## config.mk

```make
export PLATFORM = sky130hd
export DESIGN_NAME = shift_add_mult
export DESIGN_NICKNAME = d
export VERILOG_FILES = /design/src/rtl/shift_add_mult.sv
export SDC_FILE = /design/constraint.sdc
export NUM_CORES = 1
export LEC_CHECK = 0
export BUFFER_PORTS_ARGS = -buffer_cell sky130_fd_sc_hd__clkbuf_2
export CORE_MARGIN = 2
export CORE_UTILIZATION = 57
export DETAILED_ROUTE_END_ITERATION = 16
export PLACE_DENSITY = 0.9
export SLEW_MARGIN = 20
export SYNTH_ARGS = -nofsm -noshare
export SYNTH_HDL_FRONTEND = slang
export SYNTH_SLANG_ARGS = --single-unit
```

## constraint.sdc

```tcl
create_clock -name clk -period 2.8 [get_ports clk]
set_input_delay 0.28 -clock clk [delete_from_list [all_inputs] [get_ports clk]]
set_output_delay 0.28 -clock clk [all_outputs]
set_load 0.01 [all_outputs]
```

## src/rtl/shift_add_mult.sv

```systemverilog
// Sequential unsigned WIDTH x WIDTH -> 2*WIDTH shift-and-add multiplier, one iteration per clock, valid/ready on both sides.
// Optional build macro ZERO_BYPASS_EN: a zero operand skips RUN and completes straight into DONE.
module shift_add_mult #(
  parameter int WIDTH = 32
) (
  input  logic                 clk,
  input  logic                 rst,
  input  logic                 in_valid,
  output logic                 in_ready,
  input  logic [WIDTH-1:0]     a,
  input  logic [WIDTH-1:0]     b,
  output logic                 out_valid,
  input  logic                 out_ready,
  output logic [2*WIDTH-1:0]   product,
  output logic                 busy
);

  localparam int CW = $clog2(WIDTH + 1);
  localparam logic [CW-1:0] LAST = CW'(WIDTH - 1);

  typedef enum logic [1:0] {IDLE, RUN, DONE} state_t;

  state_t           state, state_nxt;
  logic [WIDTH-1:0] mcand, hi, lo, hi_nxt, lo_nxt;
  logic [CW-1:0]    cnt;
  logic [WIDTH:0]   sum;
  logic             accept, zero_op, last_iter;

  // Adder result kept at WIDTH+1 bits so the carry shifts into hi[WIDTH-1].
  always_comb begin
    sum    = lo[0] ? ({1'b0, hi} + {1'b0, mcand}) : {1'b0, hi};
    hi_nxt = sum[WIDTH:1];
    lo_nxt = {sum[0], lo[WIDTH-1:1]};
  end

  assign accept    = (state == IDLE) && in_valid;
  assign last_iter = (cnt == LAST);

`ifdef ZERO_BYPASS_EN
  assign zero_op = (a == '0) || (b == '0);
`else
  assign zero_op = 1'b0;
`endif

  always_ff @(posedge clk) begin
    if (rst) state <= IDLE;
    else     state <= state_nxt;
  end

  always_comb begin
    state_nxt = state;
    in_ready  = 1'b0;
    out_valid = 1'b0;
    busy      = 1'b0;
    case (state)
      IDLE: begin
        in_ready = 1'b1;
        if (in_valid) state_nxt = zero_op ? DONE : RUN;
      end
      RUN: begin
        busy = 1'b1;
        if (last_iter) state_nxt = DONE;
      end
      DONE: begin
        out_valid = 1'b1;
        if (out_ready) state_nxt = IDLE;
      end
      default: state_nxt = IDLE;
    endcase
  end

  // product is a separate register so it stays put through IDLE and RUN.
  always_ff @(posedge clk) begin
    if (rst) begin
      mcand   <= '0;
      hi      <= '0;
      lo      <= '0;
      cnt     <= '0;
      product <= '0;
    end else begin
      case (state)
        IDLE: begin
          if (accept) begin
            mcand <= a;
            hi    <= '0;
            lo    <= b;
            cnt   <= '0;
            if (zero_op) begin
              lo      <= '0;
              product <= '0;
            end
          end
        end
        RUN: begin
          hi  <= hi_nxt;
          lo  <= lo_nxt;
          cnt <= cnt + CW'(1);
          if (last_iter) product <= {hi_nxt, lo_nxt};
        end
        default: ;
      endcase
    end
  end

endmodule

```

==> results.md <==
- Run status: finished, final reports clean
- CTS tree: done
- Hold slack: 0.0575 ns
- Clock Pin Slew Worst Setup and Hold Paths: 0.07 ns
- HP Class: input port to flop
- Clock Skew: 0.00958 ns
- Num CTS Buffers: 17
- Initial antenna violation count: 0
- Longest Clk Path Bufs: 2
- RSZ-0062 raised after global routing: yes
- R2r startpoint: hi[0]
- H-tree depth: 4
- Port Buffer Count: 134
- Total GRT Usage: 29.2%
- Max cap viols: 0
- Tcrit/Tclk final: 95.4%
- FFs w/ async S/R, synth: 0%
- Antenna Cells: 0
- Final net count: 1309
- Kind of critical path: flop to flop
- First-pass GRT wire length: 37800 microns
- Worst slew pin tran: 0.769 ns
- Layout cells sized above 1: 18.5%
- Reg-to-Reg End: product[57]
- Final cell utilization of the core: 69.0%
- Synth unique cells: 65
- Reg2reg path depth: 11
- Vias in the first global route: 7862
- Post-synth EDFFs: 0
- CTS sink count: 168
- Mapped Cells: 1100
- Worst setup startpoint: hi[0]
- Yosys reg bits: 168
- Final count of pins violating max slew: 0
- Area growth syn-to-layout: 19.1%
- Die width: 125 microns
- # IOs: 135
- Final ANT Viol Nets: 0
- Final GP Congestion: 1.00
- Clk_lat worst skew: 0.44 ns
- Type of origin of the critical path: flop
- Total global routing overflow: 0
- TNS Setup: 0 ns
- CTS Root Cell: clkbuf_16
- Max VDD drop: 0.489 mV
- Power per cell area: 566 nW/um^2
- Mapped cell area: 8360 sq um
- Crit path buf inv count: 1
- Sequential cell area fraction in the yosys report: 40.2%
- Hold buffers post-CTS: 0
- Flop2flop setup slack: 0.13 ns
- Worst Setup EP: product[57]
- Top FF cell, synth: dfxtp_1
- Max Freq: 374 MHz
- Slowest stage delay, CP: 0.41 ns
- Core area: 14400 sq um
- Number of DRC markers in iteration 0: 650
- Syn Area/Cell: 7.60 sq um
- HPWL Detailed: 15200 microns
- CP Depth: 11
- Leak: 0.00409 uW
- Placement Cell Area: 9260 sq um
- Worst Path Required: 3.10 ns
- Mapped Nets: 1202
- Initial Utilization: 57.9%
- Drt pass-1 iters: 5
- CP max-delay cell: fa_1
- DRC viols: 0
- Die Ht: 125 microns
- Via count: 8317
- DRT Wirelength: 23000 microns
- Drt via density: 5.92
- Cell area after layout: 9960 sq um
- Count of final setup violators: 0
- Crit path DAT: 2.98 ns
- Most frequent CP cell: a21oi_2
- CP delay by family, top: compound AO/OA/AOI/OAI gates
- Filler instances: 1191
- DR WL/cell: 16.4 microns
- Crit. End Element: flop
- Total number of yosys warnings: 0
- Tmin final: 2.67 ns
- Max Fanout on Critical Path: 7
- Largest net degree at the start of global routing: 81
- Die ar.: 15600 sq um
- Rows: 44
- Critical path cell sequence: ha_1 > fa_1 > a21o_1 > a21oi_2 > o21ai_1 > a21oi_2 > buf_4 > a31oi_1 > or3_1 > a311oi_1 > nor3_1
- Slew HR: 48.5%
- Hold Vio Cnt, Final: 0
[worst min-delay path, stage by stage]
cell and delay (ns):
clkbuf_2 0.08, nand2_1 0.04, a21oi_1 0.05
[cells in the mapped netlist (19+ instances only)]
master	number	area share, %
ha_1	33	4.9
clkbuf_1	70	3.1
nor3_1	19	1.1
a21oi_1	134	8.0
nand3_1	23	1.4
nand2_1	190	8.5
o21ai_0	28	1.7
dfxtp_1	168	40
a211oi_1	21	1.9
nor2_1	176	7.9
a31oi_1	20	1.5
nor4_1	32	2.4
[power by group]
part | switching [uW] | leakage [uW] | internal [uW]
Combinational | 421 | 0.00242 | 226
Clock | 1140 | 0.000305 | 1300
Sequential | 73.3 | 0.00137 | 2480
[registers in the layout, summed over array words and instances (netlist names)]
name / cells
hi: 32
product: 64
mcand: 32
lo: 32
cnt: 6
state: 2
[logic make-up (layout without fill, tap and decap cells)]
| logic type | after synthesis | after routing | share of synthesized area (%) |
|---|---|---|---|
| AO/OA/AOI/OAI | 277 | 277 | 20.7 |
| XOR/XNOR | 15 | 15 | 1.57 |
| adder cells (fa/ha/maj) | 34 | 34 | 5.18 |
| buffers and inverters | 89 | 209 | 4.01 |
| flip-flops | 168 | 168 | 40.2 |
| multiplexers | 17 | 17 | 2.10 |
| AND/OR/NAND/NOR | 500 | 500 | 26.2 |
[per-stage QoR]
step	worst slack (ns)	std cells	power [uW]
finish	0.128	1404	5640
CTS	0.0389	1404	5640
global placement	0.114	1372	3210
floorplan	0.203	1100	3020
detailed placement	0.0542	1372	3220
global route	-0.0372	1404	5850
[how the worst min path moves through the flow]
stage	slack, ns	startpoint	end	cells past startpoint
finish	0.06	a[21]	mcand[21]	3
global route	0.06	a[7]	mcand[7]	3
CTS	0.05	a[23]	mcand[23]	3
detailed placement	0.45	product[28]	product[28]	2
global placement	0.44	product[2]	product[2]	2
floorplan	0.42	a[0]	mcand[0]	2
[routing by layer]
metal | up-vias | share of wire, % | track usage (%)
met5 | - | 0 | 0
met4 | 0 | 2.7 | 11.9
met3 | 47 | 6.6 | 5.99
met2 | 321 | 48 | 48.2
met1 | 3856 | 42 | 37.6
li1 | 4093 | - | -
[what timing repair did]
| action | CTS | global route |
|---|---|---|
| resized for setup | 1 | 15 |
| pin swaps | 0 | 4 |
| setup endpoints to repair | 1 | 16 |
| buffers inserted | 0 | 0 |
[layout make-up]
class | count | area (sq um) | share of cell area [%]
Multi-Input combinational cell | 843 | 4750 | 47.7
Sequential cell | 168 | 3360 | 33.8
Timing Repair Buffer | 165 | 943 | 9.48
Clock buffer | 17 | 425 | 4.27
Tap cell | 184 | 230 | 2.31
Clock inverter | 15 | 198 | 1.99
Inverter | 12 | 45.0 | 0.452
[placed cells by master (no fill, tap or decap), types with 3 or more instances in the layout]
cell,count
o21a_1,5
a21oi_2,4
a211o_1,3
nand4b_1,4
o21bai_1,5
o211ai_1,5
a31oi_1,18
a311oi_2,3
clkbuf_16,17
nand4_1,4
inv_8,6
inv_1,11
nand3_1,23
or3_1,5
nand3b_1,3
buf_12,3
a21oi_1,132
a211oi_1,21
nor2b_1,13
o31ai_1,4
o21ai_0,28
and3_1,9
nor3_1,18
buf_4,29
nand2b_1,7
mux2i_1,13
clkbuf_2,133
nand2_1,189
mux2_2,3
dfxtp_1,167
nor2_1,175
a311oi_1,12
xor2_1,8
nor4_1,32
a21o_1,10
ha_1,33
clkinv_8,4
xnor2_1,7
No activity file was read; power rests on OpenSTA's default activity.
